<file path="src/rtl/wb_write_arbiter_if.sv">
// Bus bundle for wb_write_arbiter: ALU/LSU result handshakes, register-file write port, status.
// WB_COMMIT_TRACE_EN adds per-entry pc inputs and the registered commit-trace outputs.
interface wb_write_arbiter_if #(
  parameter int XLEN = 64
);
  logic            flush;
  logic            alu_valid;
  logic            alu_ready;
  logic [4:0]      alu_rd;
  logic [XLEN-1:0] alu_data;
  logic            lsu_valid;
  logic            lsu_ready;
  logic [4:0]      lsu_rd;
  logic [XLEN-1:0] lsu_data;
  logic            rf_we;
  logic [4:0]      rf_waddr;
  logic [XLEN-1:0] rf_wdata;
  logic [31:0]     pending_mask;
  logic [63:0]     commit_cnt;
`ifdef WB_COMMIT_TRACE_EN
  logic [63:0]     alu_pc;
  logic [63:0]     lsu_pc;
  logic            trace_valid;
  logic [63:0]     trace_pc;
  logic [4:0]      trace_rd;
`endif

  modport slave (
`ifdef WB_COMMIT_TRACE_EN
    input  alu_pc, lsu_pc,
    output trace_valid, trace_pc, trace_rd,
`endif
    input  flush, alu_valid, alu_rd, alu_data, lsu_valid, lsu_rd, lsu_data,
    output alu_ready, lsu_ready, rf_we, rf_waddr, rf_wdata, pending_mask, commit_cnt
  );

  modport master (
`ifdef WB_COMMIT_TRACE_EN
    output alu_pc, lsu_pc,
    input  trace_valid, trace_pc, trace_rd,
`endif
    output flush, alu_valid, alu_rd, alu_data, lsu_valid, lsu_rd, lsu_data,
    input  alu_ready, lsu_ready, rf_we, rf_waddr, rf_wdata, pending_mask, commit_cnt
  );
endinterface

</file>
<file path="src/rtl/wb_write_arbiter.sv">
// Writeback arbiter: two per-source FIFOs, round-robin grant, one registered RF write per cycle.
// Optional WB_COMMIT_TRACE_EN stores pc per entry and drives trace_valid/trace_pc/trace_rd.
module wb_write_arbiter #(
  parameter int DEPTH = 2,
  parameter int XLEN  = 64
) (
  input  logic                clk,
  input  logic                rst,
  wb_write_arbiter_if.slave   bus
);
  localparam int PW = (DEPTH > 1) ? $clog2(DEPTH) : 1;
  localparam int CW = PW + 1;

  typedef struct packed {
    logic [4:0]      rd;
    logic [XLEN-1:0] data;
`ifdef WB_COMMIT_TRACE_EN
    logic [63:0]     pc;
`endif
  } entry_t;

  typedef enum logic {GRANT_ALU = 1'b0, GRANT_LSU = 1'b1} grant_e;

  // Index 0 is the ALU source, index 1 the LSU source.
  entry_t          mem_q    [2][DEPTH];
  logic [PW-1:0]   wr_ptr_q [2];
  logic [PW-1:0]   rd_ptr_q [2];
  logic [CW-1:0]   cnt_q    [2];
  entry_t          in_entry [2];
  entry_t          head     [2];
  logic [1:0]      in_valid;
  logic [1:0]      ready;
  logic [1:0]      push;
  logic [1:0]      pop;
  logic [1:0]      not_empty;

  grant_e          last_grant_q, last_grant_d;
  grant_e          grant_sel;
  logic            grant_any;
  entry_t          grant_entry;

  logic            rf_we_q;
  logic [4:0]      rf_waddr_q;
  logic [XLEN-1:0] rf_wdata_q;
  logic [63:0]     commit_cnt_q;
  logic [31:0]     pending;

  always_comb begin
    in_valid          = {bus.lsu_valid, bus.alu_valid};
    in_entry[0].rd    = bus.alu_rd;
    in_entry[0].data  = bus.alu_data;
    in_entry[1].rd    = bus.lsu_rd;
    in_entry[1].data  = bus.lsu_data;
`ifdef WB_COMMIT_TRACE_EN
    in_entry[0].pc    = bus.alu_pc;
    in_entry[1].pc    = bus.lsu_pc;
`endif
    for (int s = 0; s < 2; s++) begin
      // Ready looks only at the count, so a full FIFO refuses a push even while popping.
      ready[s]     = (cnt_q[s] != CW'(DEPTH)) & ~bus.flush;
      push[s]      = in_valid[s] & ready[s];
      not_empty[s] = (cnt_q[s] != '0);
      head[s]      = mem_q[s][rd_ptr_q[s]];
    end
  end

  // NOTE: FIFO storage has no reset; validity is tracked solely by the reset pointers/counts.
  always_ff @(posedge clk) begin
    for (int s = 0; s < 2; s++) begin
      if (push[s]) mem_q[s][wr_ptr_q[s]] <= in_entry[s];
    end
  end

  always_ff @(posedge clk or posedge rst) begin
    if (rst) begin
      for (int s = 0; s < 2; s++) begin
        wr_ptr_q[s] <= '0;
        rd_ptr_q[s] <= '0;
        cnt_q[s]    <= '0;
      end
    end else begin
      for (int s = 0; s < 2; s++) begin
        if (bus.flush) begin
          wr_ptr_q[s] <= '0;
          rd_ptr_q[s] <= '0;
          cnt_q[s]    <= '0;
        end else begin
          if (push[s]) wr_ptr_q[s] <= wr_ptr_q[s] + PW'(1);
          if (pop[s])  rd_ptr_q[s] <= rd_ptr_q[s] + PW'(1);
          cnt_q[s] <= cnt_q[s] + CW'(push[s]) - CW'(pop[s]);
        end
      end
    end
  end

  always_ff @(posedge clk or posedge rst) begin
    if (rst) last_grant_q <= GRANT_ALU;
    else     last_grant_q <= last_grant_d;
  end

  // NOTE: every always_comb output gets a default first so no path can infer a latch.
  always_comb begin
    grant_any    = 1'b0;
    grant_sel    = GRANT_ALU;
    last_grant_d = last_grant_q;
    if (!bus.flush) begin
      if (not_empty[0] && not_empty[1]) begin
        grant_any = 1'b1;
        grant_sel = (last_grant_q == GRANT_ALU) ? GRANT_LSU : GRANT_ALU;
      end else if (not_empty[0]) begin
        grant_any = 1'b1;
        grant_sel = GRANT_ALU;
      end else if (not_empty[1]) begin
        grant_any = 1'b1;
        grant_sel = GRANT_LSU;
      end
    end
    if (grant_any) last_grant_d = grant_sel;
    pop[0]      = grant_any && (grant_sel == GRANT_ALU);
    pop[1]      = grant_any && (grant_sel == GRANT_LSU);
    grant_entry = (grant_sel == GRANT_LSU) ? head[1] : head[0];
  end

  // NOTE: registered state uses non-blocking assignments so all flops sample the same pre-edge values.
  always_ff @(posedge clk or posedge rst) begin
    if (rst) begin
      rf_we_q      <= 1'b0;
      rf_waddr_q   <= '0;
      rf_wdata_q   <= '0;
      commit_cnt_q <= '0;
    end else begin
      // x0 grants retire and count but never write the register file.
      rf_we_q      <= grant_any && (grant_entry.rd != 5'd0);
      commit_cnt_q <= commit_cnt_q + 64'(grant_any);
      if (grant_any) begin
        rf_waddr_q <= grant_entry.rd;
        rf_wdata_q <= grant_entry.data;
      end
    end
  end

`ifdef WB_COMMIT_TRACE_EN
  logic        trace_valid_q;
  logic [63:0] trace_pc_q;
  logic [4:0]  trace_rd_q;

  always_ff @(posedge clk or posedge rst) begin
    if (rst) begin
      trace_valid_q <= 1'b0;
      trace_pc_q    <= '0;
      trace_rd_q    <= '0;
    end else begin
      trace_valid_q <= grant_any;
      if (grant_any) begin
        trace_pc_q <= grant_entry.pc;
        trace_rd_q <= grant_entry.rd;
      end
    end
  end

  assign bus.trace_valid = trace_valid_q;
  assign bus.trace_pc    = trace_pc_q;
  assign bus.trace_rd    = trace_rd_q;
`endif

  always_comb begin
    pending = '0;
    for (int s = 0; s < 2; s++) begin
      for (int i = 0; i < DEPTH; i++) begin
        if (CW'(i) < cnt_q[s]) pending[mem_q[s][rd_ptr_q[s] + PW'(i)].rd] = 1'b1;
      end
    end
    if (rf_we_q) pending[rf_waddr_q] = 1'b1;
    pending[0] = 1'b0;
  end

  assign bus.alu_ready    = ready[0];
  assign bus.lsu_ready    = ready[1];
  assign bus.rf_we        = rf_we_q;
  assign bus.rf_waddr     = rf_waddr_q;
  assign bus.rf_wdata     = rf_wdata_q;
  assign bus.pending_mask = pending;
  assign bus.commit_cnt   = commit_cnt_q;
endmodule
</file>
<file path="src/flat_wrapper.sv">
// flat-port wrapper written by rule: the top's interface ports become plain ports
module wb_write_arbiter_flat 
#(
  parameter int DEPTH = 2,
  parameter int XLEN  = 64
)
  (clk, rst, bus_flush, bus_alu_valid, bus_alu_rd, bus_alu_data, bus_lsu_valid, bus_lsu_rd, bus_lsu_data, bus_alu_ready, bus_lsu_ready, bus_rf_we, bus_rf_waddr, bus_rf_wdata, bus_pending_mask, bus_commit_cnt);
  wb_write_arbiter_if #(.XLEN(XLEN)) bus_i ();
  input  logic clk;
  input  logic rst;
  input wire logic [$bits(bus_i.flush)-1:0] bus_flush;
  input wire logic [$bits(bus_i.alu_valid)-1:0] bus_alu_valid;
  input wire logic [$bits(bus_i.alu_rd)-1:0] bus_alu_rd;
  input wire logic [$bits(bus_i.alu_data)-1:0] bus_alu_data;
  input wire logic [$bits(bus_i.lsu_valid)-1:0] bus_lsu_valid;
  input wire logic [$bits(bus_i.lsu_rd)-1:0] bus_lsu_rd;
  input wire logic [$bits(bus_i.lsu_data)-1:0] bus_lsu_data;
  output wire logic [$bits(bus_i.alu_ready)-1:0] bus_alu_ready;
  output wire logic [$bits(bus_i.lsu_ready)-1:0] bus_lsu_ready;
  output wire logic [$bits(bus_i.rf_we)-1:0] bus_rf_we;
  output wire logic [$bits(bus_i.rf_waddr)-1:0] bus_rf_waddr;
  output wire logic [$bits(bus_i.rf_wdata)-1:0] bus_rf_wdata;
  output wire logic [$bits(bus_i.pending_mask)-1:0] bus_pending_mask;
  output wire logic [$bits(bus_i.commit_cnt)-1:0] bus_commit_cnt;
  assign bus_i.flush = bus_flush;
  assign bus_i.alu_valid = bus_alu_valid;
  assign bus_i.alu_rd = bus_alu_rd;
  assign bus_i.alu_data = bus_alu_data;
  assign bus_i.lsu_valid = bus_lsu_valid;
  assign bus_i.lsu_rd = bus_lsu_rd;
  assign bus_i.lsu_data = bus_lsu_data;
  assign bus_alu_ready = bus_i.alu_ready;
  assign bus_lsu_ready = bus_i.lsu_ready;
  assign bus_rf_we = bus_i.rf_we;
  assign bus_rf_waddr = bus_i.rf_waddr;
  assign bus_rf_wdata = bus_i.rf_wdata;
  assign bus_pending_mask = bus_i.pending_mask;
  assign bus_commit_cnt = bus_i.commit_cnt;
  wb_write_arbiter #(.DEPTH(DEPTH), .XLEN(XLEN)) u_core (.clk(clk), .rst(rst), .bus(bus_i));
endmodule
</file>
<file path="config.mk">
export PLATFORM = sky130hd
export DESIGN_NAME = wb_write_arbiter_flat
export DESIGN_NICKNAME = d
export VERILOG_FILES = /design/src/rtl/wb_write_arbiter_if.sv /design/src/rtl/wb_write_arbiter.sv /design/src/flat_wrapper.sv
export SDC_FILE = /design/constraint.sdc
export NUM_CORES = 1
export LEC_CHECK = 0
export CAP_MARGIN = 25
export CORE_UTILIZATION = 53
export DETAILED_ROUTE_END_ITERATION = 8
export GPL_TIMING_DRIVEN = 0
export MAX_ROUTING_LAYER = met4
export PLACE_DENSITY_LB_ADDON = 0.25
export SYNTH_ARGS = -nofsm -noshare
export SYNTH_HDL_FRONTEND = slang
export SYNTH_SLANG_ARGS = --single-unit
</file>
<file path="constraint.sdc">
create_clock -name clk -period 5.16 [get_ports clk]
set_input_delay 0.774 -clock clk [delete_from_list [all_inputs] [get_ports clk]]
set_output_delay 0.774 -clock clk [all_outputs]
set_load 0.05 [all_outputs]
</file>
# Word-level counts from Yosys, hierarchy flattened
# Memories as Yosys holds them, arrays and structs flattened.
# Index checks and enable logic that the tools add are counted.
[word_totals] ramBits=276 out_inout_bits=168 input_bits=143 mem_count=1 regBits=143 word_cells=133
[classes] addsub=9 n_lt_le_gt_ge=22 mux=54 n_eq_ne=2 bitwise=16 n_reduce_logical=18
[memory_table] name="u_core.mem_q" words=2 width=138 rd=2 rd_ports_with_merged_regs=0 write_ports=2 line_no="wb_write_arbiter.sv:25" text="entry_t mem_q [2][DEPTH];"
[ops] operator="$mux 69" count=15
[ops] operator="$mux 138" count=2
[ops] operator="$mux 32" count=5
[ops] operator="$demux 69 s1" count=2
[ops] operator="$or 32x32->32" count=4
[ops] operator="$add 64x1->64" count=1
[ops] operator="$lt 5x6->1 const B" count=5
[ops] operator="$demux 1 s5" count=5
[ops] operator="$ge 5x1->1 const B" count=5
[ops] operator="$mux 1" count=23
[ops] operator="$ge 2x2->1 const B" count=6
[ops] operator="$not 1->2" count=6
[ops] operator="$reduce_bool 2->1" count=6
[ops] operator="$logic_and 1x1->1" count=11
[ops] operator="$lt 1x2->1 const A" count=4
[ops] operator="$reduce_bool 5->1" count=1
[ops] operator="$add 1x1->1 const B" count=4
[ops] operator="$add 2x1->2" count=2
[ops] operator="$and 1x1->1" count=4
[ops] operator="$lt 2x1->1 const B" count=2
[ops] operator="$mux 2" count=2
[ops] operator="$ne 2x2->1 const B" count=2
[ops] operator="$sub 2x1->2" count=2
[ops] operator="$not 1->1" count=2

# Logic depth before layout (Yosys ltp)
[logic_depth] word_depth=17 ltp_mapped=13 mapped_depth_nobuf=11

# Worst setup path after synthesis
# Ideal clock, no wire load.
[synth_path] kind="input -> register" from="input bus_flush" to="memory u_core.mem_q[0][100] (netlist bit), enable pin" stages=4 path_buffers=1 arrival_ns=4.945 setup_ns=0.497 path_slack_ns=-0.282 required_time_ns=4.663 path_cell_list="clkbuf_1 a21oi_1 nand2_1 nor2_1"
[synth_lines] element="start: declaration" line_no="flat_wrapper.sv:11" text="input wire logic [$bits(bus_i.flush)-1:0] bus_flush;"
[synth_lines] element="end: declaration" line_no="wb_write_arbiter.sv:25"

# Final worst setup path
[layout_path] from="register u_core.rd_ptr_q[1] (netlist bit)" to="output bus_pending_mask[15]"
[layout_via] elab_chain_cells=17 elab_cells_between_ends=28 cone_classes="add/sub (1); order compare (4); mux (15); bitwise (6); reduce/logical (2)"
[layout_rtl] element="start: declaration" line_no="wb_write_arbiter.sv:27" text="logic [PW-1:0] rd_ptr_q [2];"
[layout_rtl] element="start signal: indexed assignment" line_no="wb_write_arbiter.sv:89" text="if (pop[s]) rd_ptr_q[s] <= rd_ptr_q[s] + PW'(1);"
[layout_rtl] element="$add 1x1->1 / $not 1->2 (equally long branches)" line_no="wb_write_arbiter.sv:170" text="if (CW'(i) < cnt_q[s]) pending[mem_q[s][rd_ptr_q[s] + PW'(i)].rd] = 1'b1;"
[layout_rtl] element="$not 1->2 (implied by the code) / $mux 69 (equally long branches)" line_no="wb_write_arbiter.sv:170"
[layout_rtl] element="$mux 69 (implied by the code) (2 in a row)" line_no="wb_write_arbiter.sv:170"
[layout_rtl] element="$mux 69 (implied by the code) (tied with other cells)" line_no="wb_write_arbiter.sv:170"
[layout_rtl] element="$lt 5x6->1 (implied by the code) (tied with other cells)" line_no="wb_write_arbiter.sv:170"
[layout_rtl] element="$logic_and 1x1->1 (implied by the code) / $mux 1 (equally long branches)" line_no="wb_write_arbiter.sv:170"
[layout_rtl] element="$mux 1 (implied by the code) / $demux 1 s5 (equally long branches)"
[layout_rtl] element="$demux 1 s5 / $mux 32 (equally long branches)"
[layout_rtl] element="$or 32x32->32 (no line)"
[layout_rtl] element="$mux 32 (*)" line_no="wb_write_arbiter.sv:170"
[layout_rtl] element="$or 32x32->32 (no line)"
[layout_rtl] element="$mux 32 (*)" line_no="wb_write_arbiter.sv:170"
[layout_rtl] element="$or 32x32->32 (no line)"
[layout_rtl] element="$mux 32 (*)" line_no="wb_write_arbiter.sv:170"
[layout_rtl] element="$or 32x32->32 (no line)"
[layout_rtl] element="$mux 32 (*)" line_no="wb_write_arbiter.sv:173" text="if (rf_we_q) pending[rf_waddr_q] = 1'b1;"
[layout_rtl] element="end: declaration" line_no="flat_wrapper.sv:23" text="output wire logic [$bits(bus_i.pending_mask)-1:0] bus_pending_mask;"
# Mark *: on every way between the ends. The rest lies on a longest branch, timed or not. The select of a mux whose other input is x is not followed.

==> results.json <==
{
  "place_worst_setup_slack_ns": 1.118,
  "start_util": 0.5380,
  "cts.hold.buffers_added": 0,
  "design.core.area_mm2": 0.03353,
  "fin_worst_hold_slack_ns": 0.4736,
  "critical_path_destination": "bus_pending_mask[15]",
  "outcome": "complete, no violations",
  "number_of_drc_markers_in_iteration_0": 958,
  "avgSynthCellArea_um2": 12.79,
  "min_path_type": "flip-flop to flip-flop",
  "post_cts_resize_count": 0,
  "synth.cell_area_mm2": 0.01804,
  "timing.critical_path.required_ns": 4.39,
  "dpl-instance-area_mm2": 0.02189,
  "grt_setup_unrepaired": "false",
  "worstSetupEndpointType": "output pin",
  "max_clock_freq_ghz": 0.2254,
  "timing.final.max_slew_violations": 0,
  "clkSinkCount": 419,
  "postLayoutSetupSlackWorst_ns": 0.7242,
  "grt_overflow_total": 0,
  "floorplan.die.width_um": 186.5,
  "critical_path_peak_fanout": 10,
  "die_y_um": 186.5,
  "route.detailed.drc": 0,
  "tightestPinTransition_ns": 1.044,
  "synth_top_cell_area_share": 0.4594,
  "place.detailed.hpwl_um": 35450,
  "post_synth_arst_share": 0.3413,
  "adder_and_majority_cell_fraction_of_the_synthesized_area": 0.004161,
  "root_buffer": "sky130_fd_sc_hd__clkbuf_16",
  "route.final.wire_length_um": 50710,
  "vias": 12990,
  "final_antenna_net_count": 0,
  "post_cts.repair.setup_buffers": 0,
  "ys_ff_latch": 419,
  "wire_per_inst_um": 22.41,
  "static_leakage_nw": 8.637,
  "grt_pass1_vias": 13080,
  "critical_path_arrival_ns": 3.66,
  "synthDistinctLibCells": 58,
  "worst_hold_startpoint": "u_core.bus.commit_cnt[63]",
  "reg_to_reg_critical_path_endpoint": "u_core.bus.commit_cnt[62]",
  "synth_xor_xnor_area_share": 0.03204,
  "largest_area_contributor_in_the_netlist": "sky130_fd_sc_hd__edfxtp_1",
  "drv_cap": 0,
  "grt_antenna_before_repair": 9,
  "synthMuxAreaShare": 0.08336,
  "clock-skew-final_ns": 0.008240,
  "cts_tree": "yes",
  "synth_cells": 1411,
  "final_cell_mix": "309 x sky130_fd_sc_hd__clkdlybuf4s50_1, 276 x sky130_fd_sc_hd__edfxtp_1, 161 x sky130_fd_sc_hd__nand2_1",
  "synthSimpleGateAreaFrac": 0.1202,
  "ctsLongestPathBuffers": 3,
  "synth_net_count": 1560,
  "layout_commonest_cell": "sky130_fd_sc_hd__clkdlybuf4s50_1",
  "rows": 67,
  "portBuffers": 309,
  "worst_setup_hold_path_clk_slew_ns": 0.06,
  "setup-tns-final_ns": 0,
  "grt_start_max_net_pins": 81,
  "crit_start": "u_core.rd_ptr_q[1]",
  "clock_latency_ns": 0.54,
  "clock_tree.htree_level_count": 2,
  "report.final.setup_viol": 0,
  "period_share": 0.8596,
  "cts_made_buffers": 42,
  "synthFlopType": "sky130_fd_sc_hd__edfxtp_1",
  "timing.setup.critical_path_class": "flip-flop to output pin",
  "r2r_setup_slack_ns": 1.53,
  "syn_to_final_growth_pct": 28.61,
  "hold_viol_final": 0,
  "synth_edf_count": 276,
  "gp_routability_congestion": 0.9406,
  "period_needed_ns": 4.436,
  "post-route-cell-area_mm2": 0.02320,
  "synth_top_cells_by_area": "sky130_fd_sc_hd__edfxtp_1 46%, sky130_fd_sc_hd__dfrtp_1 20%, sky130_fd_sc_hd__mux2i_1 4.2%",
  "vdd.ir_drop.worst_v": 0.0003983,
  "power.total_w": 0.01193,
  "power-per-cell-area_mw_per_mm2": 514.0,
  "io_pins": 311,
  "num-nets-final": 1921,
  "final_layout_size_suffix_gt1_frac": 0.09590,
  "critPathLaunchType": "flip-flop",
  "r2r_start": "u_core.cnt_q[3]",
  "worstRegToRegCells": 12,
  "post_drt_via_cell_ratio": 5.739,
  "max-slew-margin-rel": 0.2984,
  "synth_top_family_by_area": "simple AND/OR/NAND/NOR gates",
  "area_fraction_in_compound_gates_after_synthesis": 0.08024,
  "grt_util_all_layers": 0.3001,
  "yosys_warnings": 0,
  "synth_seq_area_share": 0.6577,
  "total_iterations_of_the_first_detailed_routing_run": 5,
  "global_route_wire_length_before_repair_um": 77140,
  "die_area_mm2": 0.03478
}
==> routing by layer <==
metal,global-route usage,vias up,wire (um)
li1,-,5937,-
met1,0.3813,6400,20460
met2,0.4701,542,24210
met3,0.06771,108,4172
met4,0.1179,0,1872
met5,-,-,0
==> power by group <==
group	total, W	internal, W	switching, W
Combinational	0.00463	0.00152	0.00311
Clock	0.00288	0.00165	0.00123
Sequential	0.00442	0.00412	0.000306
==> cells in the mapped netlist (12+ instances only) <==
library cell               number
sky130_fd_sc_hd__mux2i_1       76
sky130_fd_sc_hd__o21ai_0       91
sky130_fd_sc_hd__mux2_2        66
sky130_fd_sc_hd__a22oi_1       49
sky130_fd_sc_hd__edfxtp_1     276
sky130_fd_sc_hd__nand2_1      161
sky130_fd_sc_hd__and2_1        14
sky130_fd_sc_hd__nor2b_1       12
sky130_fd_sc_hd__dfrtp_1      143
sky130_fd_sc_hd__a21oi_1       43
sky130_fd_sc_hd__buf_1         14
sky130_fd_sc_hd__nand2b_1      12
sky130_fd_sc_hd__clkbuf_1      31
sky130_fd_sc_hd__buf_2         24
sky130_fd_sc_hd__xnor2_1       38
sky130_fd_sc_hd__a32oi_1       13
sky130_fd_sc_hd__inv_1         25
sky130_fd_sc_hd__nand3_1       66
sky130_fd_sc_hd__nor2_1        98
sky130_fd_sc_hd__xor2_1        28
sky130_fd_sc_hd__nor3_1        20
sky130_fd_sc_hd__nand4_1       18
==> state kept, by name, summed over array words and instances, names as in the netlist, 2 cells and up <==
register,flops
u_core.bus.commit_cnt,64
u_core.bus.rf_waddr,5
u_core.rd_ptr_q,2
u_core.cnt_q,4
u_core.mem_q,276
u_core.wr_ptr_q,2
u_core.bus.rf_wdata,64
==> area by class of cell <==
type | instances | area, um2
sequential | 419 | 11870
multi-input combinational | 896 | 5802
inverter | 25 | 98.84
buffer | 71 | 304.0
fill | 2373 | 10330
tap | 448 | 560.5
antenna | 11 | 27.53
clock buffer | 62 | 1156
timing repair buffer | 317 | 3261
clock inverter | 14 | 127.6
==> per-stage QoR <==
stage	instances	utilization
floorplan	1411	-
global placement	2168	0.6471
detailed placement	2176	0.6529
finish	2263	0.6920
CTS	2252	0.6912
global route	2261	0.6918
==> cells by family after synthesis <==
kind of cell | count (synthesis)
simple gates | 446
other cells | 1
buf+inv | 96
compound gates | 235
xor+xnor | 66
fa+ha+maj | 6
mux | 142
flops | 419
==> critical path, stage by stage (launching register included) <==
cell,delay [ns]
sky130_fd_sc_hd__dfrtp_1,0.32
sky130_fd_sc_hd__clkbuf_1,0.22
sky130_fd_sc_hd__buf_2,0.29
sky130_fd_sc_hd__buf_2,0.33
sky130_fd_sc_hd__mux2i_1,0.75
sky130_fd_sc_hd__a32oi_1,0.20
sky130_fd_sc_hd__nand3_1,0.19
sky130_fd_sc_hd__clkdlybuf4s50_1,0.82
==> how the worst min path moves through the flow <==
stage	endpoint	slack (ns)	depth (start not counted)
global route	u_core.bus.rf_wdata[57]	0.50	2
floorplan	u_core.last_grant_q	0.45	2
CTS	u_core.bus.commit_cnt[63]	0.48	1
finish	u_core.bus.commit_cnt[63]	0.47	1
detailed placement	u_core.bus.rf_wdata[55]	0.47	2
global placement	u_core.bus.commit_cnt[63]	0.46	1
Note: power is estimated with default switching activity, not from simulation.
